<file path="config.mk">
export PLATFORM = sky130hd
export DESIGN_NAME = clkmgr_lock_monitor_flat
export DESIGN_NICKNAME = d
export VERILOG_FILES = /design/src/rtl/clkmgr_lock_monitor_pkg.sv /design/src/rtl/clkmgr_lock_monitor_if.sv /design/src/rtl/clkmgr_sync2.sv /design/src/rtl/clkmgr_lock_monitor.sv /design/src/flat_wrapper.sv
export SDC_FILE = /design/constraint.sdc
export NUM_CORES = 1
export LEC_CHECK = 0
export CAP_MARGIN = 0
export CORE_ASPECT_RATIO = 1.5
export CORE_MARGIN = 2
export CORE_UTILIZATION = 30
export CTS_CLUSTER_SIZE = 8
export DETAILED_ROUTE_END_ITERATION = 8
export PLACE_DENSITY = 0.55
export SETUP_SLACK_MARGIN = 0.02
export SLEW_MARGIN = 0
export SYNTH_ARGS = -nofsm -noshare
export SYNTH_HDL_FRONTEND = slang
export SYNTH_HIERARCHICAL = 1
export SYNTH_SLANG_ARGS = --single-unit
export TNS_END_PERCENT = 1
</file>
<file path="constraint.sdc">
create_clock -name i_clk -period 5.1 [get_ports i_clk]
set_input_delay 1.53 -clock i_clk [delete_from_list [all_inputs] [get_ports i_clk]]
set_output_delay 1.53 -clock i_clk [all_outputs]
set_load 0.05 [all_outputs]
</file>
<file path="src/rtl/clkmgr_lock_monitor_pkg.sv">
// Shared definitions for the clock-manager lock monitor: state encodings and widths.
package clkmgr_lock_monitor_pkg;

  typedef enum logic [2:0] {
    RESET_PULSE = 3'd0,
    WAIT_LOCK   = 3'd1,
    STABLE      = 3'd2,
    RUN         = 3'd3,
    FAIL        = 3'd4
  } state_e;

  localparam int unsigned LOSS_CNT_W = 8;

  function automatic int unsigned max3(input int unsigned a, input int unsigned b,
                                       input int unsigned c);
    int unsigned m;
    m = (a > b) ? a : b;
    return (m > c) ? m : c;
  endfunction

endpackage

</file>
<file path="src/rtl/clkmgr_lock_monitor_if.sv">
// Status/control bundle between the lock monitor and the clock manager / user logic.
interface clkmgr_lock_monitor_if;
  import clkmgr_lock_monitor_pkg::*;

  logic                  locked;
  logic                  dcm_rst;
  logic                  reset_out;
  logic                  ready;
  logic                  fail;
  logic [2:0]            state;
  logic [LOSS_CNT_W-1:0] loss_cnt;

  // master: the monitor itself; slave: clock manager and user-logic side
  modport master (
    input  locked,
    output dcm_rst, reset_out, ready, fail, state, loss_cnt
  );

  modport slave (
    output locked,
    input  dcm_rst, reset_out, ready, fail, state, loss_cnt
  );

endinterface

</file>
<file path="src/rtl/clkmgr_sync2.sv">
// Two-flop synchronizer for asynchronous status inputs, async active-high reset.
module clkmgr_sync2 (
  input  logic i_clk,
  input  logic i_rst,
  input  logic i_d,
  output logic o_q
);

  logic r_meta;
  logic r_q;

  always_ff @(posedge i_clk or posedge i_rst) begin
    if (i_rst) begin
      r_meta <= 1'b0;
      r_q    <= 1'b0;
    end else begin
      r_meta <= i_d;
      r_q    <= r_meta;
    end
  end

  assign o_q = r_q;

endmodule

</file>
<file path="src/rtl/clkmgr_lock_monitor.sv">
// Lock supervisor / reset sequencer for the clock manager.
// Define CLKMGR_MON_STATS_EN to build the saturating lock-loss counter.
module clkmgr_lock_monitor
  import clkmgr_lock_monitor_pkg::*;
#(
  parameter int unsigned RST_PULSE_CYCLES    = 16,
  parameter int unsigned LOCK_TIMEOUT_CYCLES = 125000,
  parameter int unsigned STABLE_CYCLES       = 1024,
  parameter int unsigned MAX_RETRY           = 8
) (
  input logic                   i_clk,
  input logic                   i_rst,
  clkmgr_lock_monitor_if.master mon
);

  localparam int unsigned CNT_W =
      $clog2(max3(RST_PULSE_CYCLES, LOCK_TIMEOUT_CYCLES, STABLE_CYCLES) + 1);
  localparam int unsigned RETRY_W = (MAX_RETRY < 1) ? 1 : $clog2(MAX_RETRY + 1);
  localparam logic [CNT_W-1:0] CNT_RST = CNT_W'(RST_PULSE_CYCLES - 1);

  logic               w_lock_s;
  state_e             r_state, w_state_d;
  logic [CNT_W-1:0]   r_cnt, w_cnt_d;
  logic [RETRY_W-1:0] r_retry, w_retry_d;
  logic               r_dcm_rst, r_reset_out, r_ready, r_fail;

  clkmgr_sync2 u_lock_sync (
    .i_clk (i_clk),
    .i_rst (i_rst),
    .i_d   (mon.locked),
    .o_q   (w_lock_s)
  );

  // Counter holds cycles-remaining-minus-one, so a state exits on the edge it reads zero
  function automatic logic [CNT_W-1:0] load_val(input state_e s);
    case (s)
      RESET_PULSE: return CNT_W'(RST_PULSE_CYCLES - 1);
      WAIT_LOCK:   return CNT_W'(LOCK_TIMEOUT_CYCLES - 1);
      STABLE:      return CNT_W'(STABLE_CYCLES - 1);
      default:     return '0;
    endcase
  endfunction

  always_comb begin
    w_state_d = r_state;
    w_retry_d = r_retry;
    case (r_state)
      RESET_PULSE: begin
        if (r_cnt == '0) w_state_d = WAIT_LOCK;
      end
      WAIT_LOCK: begin
        // Lock takes priority over a coincident timeout
        if (w_lock_s) begin
          w_state_d = STABLE;
        end else if (r_cnt == '0) begin
          w_retry_d = r_retry + 1'b1;
          if ((MAX_RETRY != 0) && (w_retry_d == RETRY_W'(MAX_RETRY))) w_state_d = FAIL;
          else                                                       w_state_d = RESET_PULSE;
        end
      end
      STABLE: begin
        if (!w_lock_s) begin
          w_state_d = WAIT_LOCK;
        end else if (r_cnt == '0) begin
          w_state_d = RUN;
          w_retry_d = '0;
        end
      end
      RUN: begin
        if (!w_lock_s) begin
          w_state_d = RESET_PULSE;
          w_retry_d = '0;
        end
      end
      FAIL:    w_state_d = FAIL;
      default: w_state_d = RESET_PULSE;
    endcase

    if (w_state_d != r_state) w_cnt_d = load_val(w_state_d);
    else if (r_cnt != '0)     w_cnt_d = r_cnt - 1'b1;
    else                      w_cnt_d = r_cnt;
  end

  always_ff @(posedge i_clk or posedge i_rst) begin
    if (i_rst) begin
      r_state     <= RESET_PULSE;
      r_cnt       <= CNT_RST;
      r_retry     <= '0;
      r_dcm_rst   <= 1'b1;
      r_reset_out <= 1'b1;
      r_ready     <= 1'b0;
      r_fail      <= 1'b0;
    end else begin
      r_state     <= w_state_d;
      r_cnt       <= w_cnt_d;
      r_retry     <= w_retry_d;
      r_dcm_rst   <= (w_state_d == RESET_PULSE) || (w_state_d == FAIL);
      r_reset_out <= (w_state_d != RUN);
      r_ready     <= (w_state_d == RUN);
      r_fail      <= (w_state_d == FAIL);
    end
  end

  assign mon.dcm_rst   = r_dcm_rst;
  assign mon.reset_out = r_reset_out;
  assign mon.ready     = r_ready;
  assign mon.fail      = r_fail;
  assign mon.state     = r_state;

`ifdef CLKMGR_MON_STATS_EN
  logic [LOSS_CNT_W-1:0] r_loss_cnt;

  always_ff @(posedge i_clk or posedge i_rst) begin
    if (i_rst) begin
      r_loss_cnt <= '0;
    end else if ((r_state == RUN) && !w_lock_s && (r_loss_cnt != '1)) begin
      r_loss_cnt <= r_loss_cnt + 1'b1;
    end
  end

  assign mon.loss_cnt = r_loss_cnt;
`else
  assign mon.loss_cnt = '0;
`endif

endmodule

</file>
<file path="src/flat_wrapper.sv">
// flat-port wrapper written by rule: the top's interface ports become plain ports
module clkmgr_lock_monitor_flat import clkmgr_lock_monitor_pkg::*;
#(
  parameter int unsigned RST_PULSE_CYCLES    = 16,
  parameter int unsigned LOCK_TIMEOUT_CYCLES = 125000,
  parameter int unsigned STABLE_CYCLES       = 1024,
  parameter int unsigned MAX_RETRY           = 8
)
  (i_clk, i_rst, mon_locked, mon_dcm_rst, mon_reset_out, mon_ready, mon_fail, mon_state, mon_loss_cnt);
  clkmgr_lock_monitor_if mon_i ();
  input logic i_clk;
  input logic i_rst;
  input wire logic [$bits(mon_i.locked)-1:0] mon_locked;
  output wire logic [$bits(mon_i.dcm_rst)-1:0] mon_dcm_rst;
  output wire logic [$bits(mon_i.reset_out)-1:0] mon_reset_out;
  output wire logic [$bits(mon_i.ready)-1:0] mon_ready;
  output wire logic [$bits(mon_i.fail)-1:0] mon_fail;
  output wire logic [$bits(mon_i.state)-1:0] mon_state;
  output wire logic [$bits(mon_i.loss_cnt)-1:0] mon_loss_cnt;
  assign mon_i.locked = mon_locked;
  assign mon_dcm_rst = mon_i.dcm_rst;
  assign mon_reset_out = mon_i.reset_out;
  assign mon_ready = mon_i.ready;
  assign mon_fail = mon_i.fail;
  assign mon_state = mon_i.state;
  assign mon_loss_cnt = mon_i.loss_cnt;
  clkmgr_lock_monitor #(.RST_PULSE_CYCLES(RST_PULSE_CYCLES), .LOCK_TIMEOUT_CYCLES(LOCK_TIMEOUT_CYCLES), .STABLE_CYCLES(STABLE_CYCLES), .MAX_RETRY(MAX_RETRY)) u_core (.i_clk(i_clk), .i_rst(i_rst), .mon(mon_i));
endmodule
</file>
==> qor.txt, run 1 <==
clock network fraction of design power: 0.201
GRT overflow: 0
TNS Setup: 0 ns
flops & latches, synth: 30
number of synthesized flops with an enable pin: 0
critical path's slowest cell: clkdlybuf4s50_1
VDD IR max: 120.7 uV
Remaining DRCs: 0
CTS H-tree depth: 2
Detailed Route Iter0 Violations: 55
status: finished clean
synthesized area per cell: 9.283 um^2
Starting Density: 0.3121
Die Y-Extent: 96.92 um
Sw Ratio: 0.4072
leading area contributor after synthesis: dfrtp_1
max_cap viols: 0
CTS tree: done
Layout area overhead: 12.25%
final hold vios: 0
Post-Synthesis Cells: 186
sequential element share of the synthesized area: 0.4391
first-pass GRT wire length: 6.258 mm
number of vias per cell: 4.933
Post-DP Area: 1847 um^2
peak per-stage delay on the critical path: 0.89 ns
synthesized cell area: 1727 um^2
met2 WL: 1.930 mm
Comb pwr share: 0.383
wire length per cell: 13.55 um
Num CTS Buffers: 5
uppermost routed layer: met4
Buf+Inv Stages, Crit Path: 1
CTS Sinks: 30
Crit path required time: 3.57 ns
Fmax: 300.7 MHz
Vias: 1,317
top post-synthesis cells by area: dfrtp_1 35%, dfstp_2 9.1%, o21ai_0 6.1%
PD cells: 515.5 nW/um^2
clk_skew: 0.005975 ns
Hold-fix buffers, CTS: 0
Crit Path Class: register to primary output
Max Root-Sink Buffers: 2
library cells used by synthesis: 42
worst hold path type: register to register
IO Port Bufs: 9
critical path fanouts, max: 17
Seq pwr share: 0.416
worst skew pair latency: 0.28 ns
postcts setup bufs: 0
Final Critical Period: 3.325 ns
total core area: 5533 um^2
most frequent cells in the layout: 24 x dfrtp_1, 23 x nor2_1, 21 x o21ai_0
P_leak: 0.7956 nW
Core Util, Final: 0.3503
dominant synthesized flop cell: dfrtp_1
final instance area: 1938 um^2
final net count: 203
Post-DRT Antenna Nets: 0
Worst Setup Start Kind: register
Sw Pwr: 0.4068 mW
chip width: 65.95 um
clock transition at the registers of the reported paths: 0.07 ns
Worst path top cell family by delay: buffers and inverters
root buffer cell: clkbuf_8
row count: 33
critical path capture point type: primary output
smallest hold slack: 0.3660 ns
Slew Limit Fails: 0
# IOs: 18
Synth top area share: 0.3478
met1 WL: 1.466 mm
die area: 6391 um^2
Ant. Diodes: 0
Async SR Flop Fraction: 1.000
total routed wirelength: 3.618 mm
hpwl dp: 2.560 mm
filler cell count: 573
critical-path cell list: clkdlybuf4s50_1
fin crit share: 0.6520
area of the multi-input gates: 869.6 um^2
post-CTS resize count: 0
Routability Congestion: 0.7947
critical path arrival: 1.80 ns
commonest non-fill, non-tap cell in the layout: dfrtp_1
Yosys Warn Count: 6
largest net degree at the start of global routing: 29
Global Route Usage Sum: 0.1298
Worst slew margin: 0.2831
antenna violations before repair: 0
DRT Pass-1 Iters: 4
sequential cell area: 758.2 um^2
routed wire length on met3: 130 um
ratio of cells with drive above 1 in the final layout: 0.1218
RSZ-0062 raised after global routing: no
vias in the first global route: 1,319
Cell Int Power: 0.5922 mW
worst-margin pin slew: 1.074 ns
Setup-failing EPs final: 0
-- flip-flops by register name (all words and copies together) (netlist names) --
signal                     cells
u_core/r_cnt                  17
u_core/r_retry                 4
u_core/mon.state               3
u_core/mon.dcm_rst             1
u_core/mon.fail                1
u_core/mon.ready               1
u_core/mon.reset_out           1
u_core/u_lock_sync/o_q         1
u_core/u_lock_sync/r_meta      1
-- per-stage QoR --
stage	power [mW]	instances	setup WS [ns]
6_report	0.9990	267	1.775
3_3_place_gp	0.8014	259	2.083
4_1_cts	1.010	267	1.761
5_1_grt	1.086	267	1.664
3_5_place_dp	0.8027	259	2.081
2_1_floorplan	0.7099	193	2.845
-- power groups by stage --
stage	Sequential, mW	Combinational (mW)	Clock [mW]
global placement	0.416	0.385	0
detailed placement	0.417	0.386	0
CTS	0.415	0.388	0.207
global route	0.430	0.434	0.222
floorplan	0.431	0.279	0
finish	0.416	0.383	0.201
-- cell families after synthesis --
logic type | count (synthesis) | synth area share
compound gates | 39 | 0.1334
buf+inv | 23 | 0.07246
mux | 1 | 0.006521
other cells | 1 | 0.002172
fa+ha+maj | 4 | 0.02899
flops | 30 | 0.4391
xor+xnor | 15 | 0.07609
simple gates | 73 | 0.2413
-- metal layers --
layer | global-route usage | up-vias
met3 | 0.03372 | 8
met5 | 0 | -
met1 | 0.1393 | 635
met2 | 0.2230 | 27
met4 | 0.07378 | 0
li1 | - | 647
-- final timing paths --
kind | from | endpoint | slack, ns | depth (start not counted)
max in group asynchronous | i_rst | u_core/mon.state[1] | 2.59 | 2
min in group asynchronous | i_rst | u_core/u_lock_sync/r_meta | 1.43 | 2
max reg2reg | u_core/r_cnt[0] | u_core/r_cnt[1] | 2.56 | 7
max | u_core/mon.state[2] | mon_state[2] | 1.77 | 1
min | u_core/u_lock_sync/r_meta | u_core/u_lock_sync/o_q | 0.37 | 0
min reg2reg | u_core/u_lock_sync/r_meta | u_core/u_lock_sync/o_q | 0.37 | 0
-- layout make-up --
class,instances,area share
inverter,9,0.01743
timing repair buffer,10,0.05036
clock inverter,1,0.002582
clock buffer,7,0.04454
tap,70,0.04519
multi-input combinational,140,0.4487
sequential,30,0.3912
-- synth_stat cells, types with 2 or more instances --
cell / number
or3_1: 4
xnor2_1: 9
nor2_1: 23
nor2b_1: 3
clkbuf_1: 4
o21ai_0: 21
dfrtp_1: 24
xor2_1: 6
dfstp_2: 6
or4_4: 5
ha_1: 4
a22o_1: 2
nand3_1: 7
nor3_1: 4
nand2_1: 7
inv_1: 8
nand2b_1: 7
nor4_1: 3
a21oi_1: 6
or2_2: 3
buf_4: 8
nand3b_1: 2
(Power assumes the default switching activity.)
==> inputs of run 2 (changes only) <==
--- a/config.mk
+++ b/config.mk
@@ -11,7 +11,7 @@
 export CORE_UTILIZATION = 30
 export CTS_CLUSTER_SIZE = 8
 export DETAILED_ROUTE_END_ITERATION = 8
-export PLACE_DENSITY = 0.55
+export PLACE_DENSITY = 0.56
 export SETUP_SLACK_MARGIN = 0.02
 export SLEW_MARGIN = 0
 export SYNTH_ARGS = -nofsm -noshare
==> constraint.sdc (replaced) <==
create_clock -name i_clk -period 2.9 [get_ports i_clk]
set_input_delay 0.87 -clock i_clk [delete_from_list [all_inputs] [get_ports i_clk]]
set_output_delay 0.87 -clock i_clk [all_outputs]
set_load 0.05 [all_outputs]
==> qor.txt, run 2 (synthesis gave the netlist of run 1 again) <==
Fmax: 377.1 MHz
Max Root-Sink Buffers: 2 (unchanged)
critical path arrival: 1.78 ns (-0.02 ns)
Worst slew margin: 0.5031 (+0.2200)
CTS tree: done
Crit Path Class: register to primary output
first-pass GRT wire length: 6.065 mm (-3.1%)
chip width: 65.95 um (unchanged)
fin crit share: 0.9145
P_leak: 0.8202 nW (+3.1%)
placed insts: 264 (+1.9%)
Hold-fix buffers, CTS: 0 (unchanged)
sequential cell area: 758.2 um^2 (unchanged)
DRT Pass-1 Iters: 4 (unchanged)
RSZ-0062 raised after global routing: no
max_cap viols: 0 (unchanged)
hpwl dp: 2.508 mm (-2.0%)
Routability Congestion: 0.7543 (-5.1%)
final net count: 208 (+2.5%)
Global Route Usage Sum: 0.1242 (-0.005555)
Starting Density: 0.3121 (unchanged)
fin cells: 272 (+1.9%)
CTS H-tree depth: 2 (unchanged)
post-CTS resize count: 0 (unchanged)
die area: 6391 um^2 (unchanged)
GRT overflow: 0 (unchanged)
status: finished clean
largest net degree at the start of global routing: 29 (unchanged)
pre-CTS setup slack: 0.4753 ns (-1.605 ns)
Core Util, Final: 0.3578 (+0.007463)
Num CTS Buffers: 5 (unchanged)
Die Y-Extent: 96.92 um (unchanged)
critical path's slowest cell: clkdlybuf4s50_1
setup ws final: 0.2481 ns (-1.527 ns)
critical path capture point type: primary output
PD cells: 900.0 nW/um^2 (+75%)
postcts setup bufs: 0 (unchanged)
Layout area overhead: 14.64%
most frequent cells in the layout: 24 x dfrtp_1, 23 x nor2_1, 21 x o21ai_0
vias in the first global route: 1,332 (+0.99%)
final hold vios: 0 (unchanged)
Ant. Diodes: 0 (unchanged)
VDD IR max: 312.9 uV (+160%)
worst skew pair latency: 0.28 ns (about the same)
smallest hold slack: 0.3632 ns (-0.002876 ns)
IO Port Bufs: 9 (unchanged)
filler cell count: 578 (+0.87%)
Largest Register: u_core/r_cnt
row count: 33 (unchanged)
Setup-failing EPs final: 0 (unchanged)
CTS Sinks: 30 (unchanged)
clock transition at the registers of the reported paths: 0.07 ns (about the same)
critical-path cell list: clkdlybuf4s50_1
number of vias per cell: 4.890 (-0.87%)
total core area: 5533 um^2 (unchanged)
ratio of cells with drive above 1 in the final layout: 0.1485 (+0.02669)
commonest non-fill, non-tap cell in the layout: dfrtp_1
total routed wirelength: 3.532 mm (-2.4%)
Worst Setup Start Kind: register
Post-DRT Antenna Nets: 0 (unchanged)
max FFs per register: 17 (unchanged)
area of the multi-input gates: 869.6 um^2 (unchanged)
Slew Limit Fails: 0 (unchanged)
Final Critical Period: 2.652 ns
peak per-stage delay on the critical path: 0.89 ns (about the same)
Buf+Inv Stages, Crit Path: 1 (unchanged)
critical path fanouts, max: 14 (-3)
wire length per cell: 12.99 um (-4.2%)
Remaining DRCs: 0 (unchanged)
Detailed Route Iter0 Violations: 65 (+18%)
antenna violations before repair: 0 (unchanged)
worst-margin pin slew: 0.7386 ns (-0.3356 ns)
Crit path required time: 2.03 ns (-1.54 ns)
root buffer cell: clkbuf_8
# IOs: 18 (unchanged)
Worst path top cell family by delay: buffers and inverters
worst hold path type: register to register
TNS Setup: 0 ns (unchanged)
Vias: 1,330 (+0.99%)
clk_skew: 0.008507 ns (+0.002533 ns)
-- run 2: cell types whose count changed in the layout (fill, tap and decap cells not counted), sizes merged --
cell	delta
clkinvlp	+1
buf	+5
clkbuf	-1
-- run 2: final timing paths --
| check | startpoint | to | slack (ns) | cells past startpoint |
|---|---|---|---|---|
| max | u_core/mon.state[1] | mon_state[1] | 0.25 | 1 |
| min | u_core/u_lock_sync/r_meta | u_core/u_lock_sync/o_q | 0.36 | 0 |
| max reg2reg | u_core/r_cnt[0] | u_core/r_retry[3] | 0.46 | 7 |
| min reg2reg | u_core/u_lock_sync/r_meta | u_core/u_lock_sync/o_q | 0.36 | 0 |
| max in group asynchronous | i_rst | u_core/r_cnt[1] | 1.61 | 3 |
| min in group asynchronous | i_rst | u_core/u_lock_sync/r_meta | 0.75 | 2 |
-- run 2: per-stage QoR --
step	power, mW	instance area, um^2
after global routing	1.923	1979
after detailed placement	1.436	1884
after floorplan	1.248	1753
after global placement	1.433	1884
after CTS	1.802	1979
final	1.782	1979
-- run 2: layout make-up --
class | count | share of cell area
multi-input combinational | 140 | 0.4393
sequential | 30 | 0.3831
timing repair buffer | 15 | 0.06827
tap | 70 | 0.04425
clock buffer | 6 | 0.04172
inverter | 9 | 0.01707
clock inverter | 2 | 0.006321
-- run 2: worst register-to-register path, stage by stage (launching register included) --
cell	delay, ns
dfstp_2	0.37
inv_1	0.10
ha_1	0.15
or4b_1	0.50
or4_4	0.53
or4_4	0.52
clkinv_1	0.09
a22o_1	0.12
-- run 2: per-layer routing --
layer,track usage,vias to the layer above,part of all wire
met5,0,-,0
met4,0.05965,0,0.018
met3,0.03256,6,0.030
met2,0.2059,19,0.51
met1,0.1455,644,0.44
li1,-,661,-
-- run 2: where the power goes --
part / internal [mW] / switching, mW / leakage, nW
clock: 0.190 / 0.162 / 0.0472
sequential: 0.576 / 0.137 / 0.373
combinational: 0.291 / 0.426 / 0.400
total: 1.06 / 0.725 / 0.820
==> inputs of run 3 (changes only) <==
--- a/config.mk
+++ b/config.mk
@@ -7,7 +7,6 @@
 export LEC_CHECK = 0
 export CAP_MARGIN = 0
 export CORE_ASPECT_RATIO = 1.5
-export CORE_MARGIN = 2
 export CORE_UTILIZATION = 30
 export CTS_CLUSTER_SIZE = 8
 export DETAILED_ROUTE_END_ITERATION = 8
==> qor.txt, run 3 (synthesis gave the netlist of run 1 again) <==
status: finished clean
max_cap viols: 0 (unchanged)
Max Root-Sink Buffers: 2 (unchanged)
clock transition at the registers of the reported paths: 0.06 ns (about the same)
critical path capture point type: register
die area: 6069 um^2 (-5.0%)
Ant. Diodes: 0 (unchanged)
wire length per cell: 13.57 um (+4.5%)
IO Port Bufs: 9 (unchanged)
Final Critical Period: 2.471 ns (-0.1811 ns)
DRT Pass-1 Iters: 4 (unchanged)
most frequent cells in the layout: 24 x dfrtp_1, 23 x nor2_1, 21 x o21ai_0
PD cells: 908.6 nW/um^2 (+0.95%)
critical path arrival: 2.69 ns (+0.91 ns)
smallest hold slack: 0.3640 ns (+0.0008020 ns)
post-CTS resize count: 0 (unchanged)
final net count: 210 (+0.96%)
Crit path required time: 3.12 ns (+1.09 ns)
Routability Congestion: 0.7424 (-1.6%)
first-pass GRT wire length: 6.610 mm (+9.0%)
hpwl dp: 2.688 mm (+7.2%)
largest net degree at the start of global routing: 29 (unchanged)
Largest Register: u_core/r_cnt
P_leak: 0.8289 nW (+1.1%)
Num CTS Buffers: 5 (unchanged)
critical path fanouts, max: 11 (-3)
Worst slew margin: 0.5413 (+0.03826)
worst hold path type: register to register
CTS H-tree depth: 2 (unchanged)
chip width: 63.95 um (-3.0%)
CTS Sinks: 30 (unchanged)
Slew Limit Fails: 0 (unchanged)
postcts setup bufs: 0 (unchanged)
row count: 33 (unchanged)
Tot Pwr: 1.808 mW (+1.5%)
Worst Setup Start Kind: register
total routed wirelength: 3.718 mm (+5.3%)
Starting Density: 0.3144 (+0.002346)
Crit Path Class: register to register
Die Y-Extent: 94.92 um (-2.1%)
fin crit share: 0.8520 (-0.06246)
Fmax: 404.7 MHz (+7.3%)
Setup-failing EPs final: 0 (unchanged)
final hold vios: 0 (unchanged)
Global Route Usage Sum: 0.1449 (+0.02062)
RSZ-0062 raised after global routing: no
max FFs per register: 17 (unchanged)
filler cell count: 568 (-1.7%)
ratio of cells with drive above 1 in the final layout: 0.1471 (-0.001456)
sequential cell area: 758.2 um^2 (unchanged)
Post-DRT Antenna Nets: 0 (unchanged)
root buffer cell: clkbuf_8
Vias: 1,360 (+2.3%)
clk_skew: 0.01018 ns (+0.001671 ns)
# IOs: 18 (unchanged)
total core area: 5492 um^2 (-0.75%)
TNS Setup: 0 ns (unchanged)
CTS tree: done
worst-margin pin slew: 0.6808 ns (-0.05777 ns)
Remaining DRCs: 0 (unchanged)
worst skew pair latency: 0.29 ns (about the same)
Detailed Route Iter0 Violations: 75 (+15%)
VDD IR max: 246.8 uV (-21%)
Hold-fix buffers, CTS: 0 (unchanged)
number of vias per cell: 4.964 (+1.5%)
GRT overflow: 0 (unchanged)
antenna violations before repair: 0 (unchanged)
Layout area overhead: 15.22%
vias in the first global route: 1,392 (+4.5%)
area of the multi-input gates: 869.6 um^2 (unchanged)
commonest non-fill, non-tap cell in the layout: dfrtp_1
-- run 3: changes by cell type in the layout (fill, tap and decap cells not counted), sizes merged --
cell,before,now
buf,6,8
clkinvlp,1,0
clkbuf,6,8
clkinv,2,1
-- run 3: final cells by class --
class                   instances  area share
multi-input cells             140      0.4371
clock buffers                   8     0.04528
inverters                       9     0.01698
repair buffers                 17     0.07547
well taps                      70     0.04403
flip-flops and latches         30      0.3811
-- run 3: worst paths after layout --
| check | from | end | slack, ns | cells after the start |
|---|---|---|---|---|
| min in group asynchronous | i_rst | u_core/u_lock_sync/r_meta | 0.77 | 2 |
| setup / recovery | u_core/r_cnt[0] | u_core/r_retry[1] | 0.43 | 7 |
| max in group asynchronous | i_rst | u_core/r_cnt[1] | 1.58 | 3 |
| hold / removal | u_core/u_lock_sync/r_meta | u_core/u_lock_sync/o_q | 0.36 | 0 |
| hold reg to reg | u_core/u_lock_sync/r_meta | u_core/u_lock_sync/o_q | 0.36 | 0 |
| setup reg to reg | u_core/r_cnt[0] | u_core/r_retry[1] | 0.43 | 7 |
-- run 3: metal layers --
metal / wire [um] / global-route usage / vias to the layer above
met5: 0 / 0 / -
met2: 1909 / 0.2544 / 37
li1: - / - / 662
met3: 129 / 0.03382 / 12
met1: 1534 / 0.1553 / 649
met4: 144 / 0.08902 / 0
-- run 3: critical path: stages, from the launching register on --
cell,delay (ns)
dfstp_2,0.37
inv_1,0.10
ha_1,0.18
or4b_1,0.51
or4_4,0.52
or4_4,0.52
clkinv_1,0.08
a22o_1,0.12
-- run 3: through the flow --
stage / util / worst slack, ns / cells / cell area [um^2]
6_report: 0.3623 / 0.4292 / 274 / 1989
5_1_grt: 0.3623 / 0.3380 / 274 / 1989
4_1_cts: 0.3623 / 0.4182 / 274 / 1989
3_5_place_dp: 0.3459 / 0.4282 / 266 / 1899
3_3_place_gp: 0.3459 / 0.4632 / 266 / 1899
2_1_floorplan: - / 0.6451 / 193 / 1753
-- run 3: power by group --
group | switching, mW | total (mW) | internal [mW]
sequential | 0.131 | 0.707 | 0.577
clock | 0.155 | 0.348 | 0.193
combinational | 0.450 | 0.752 | 0.302
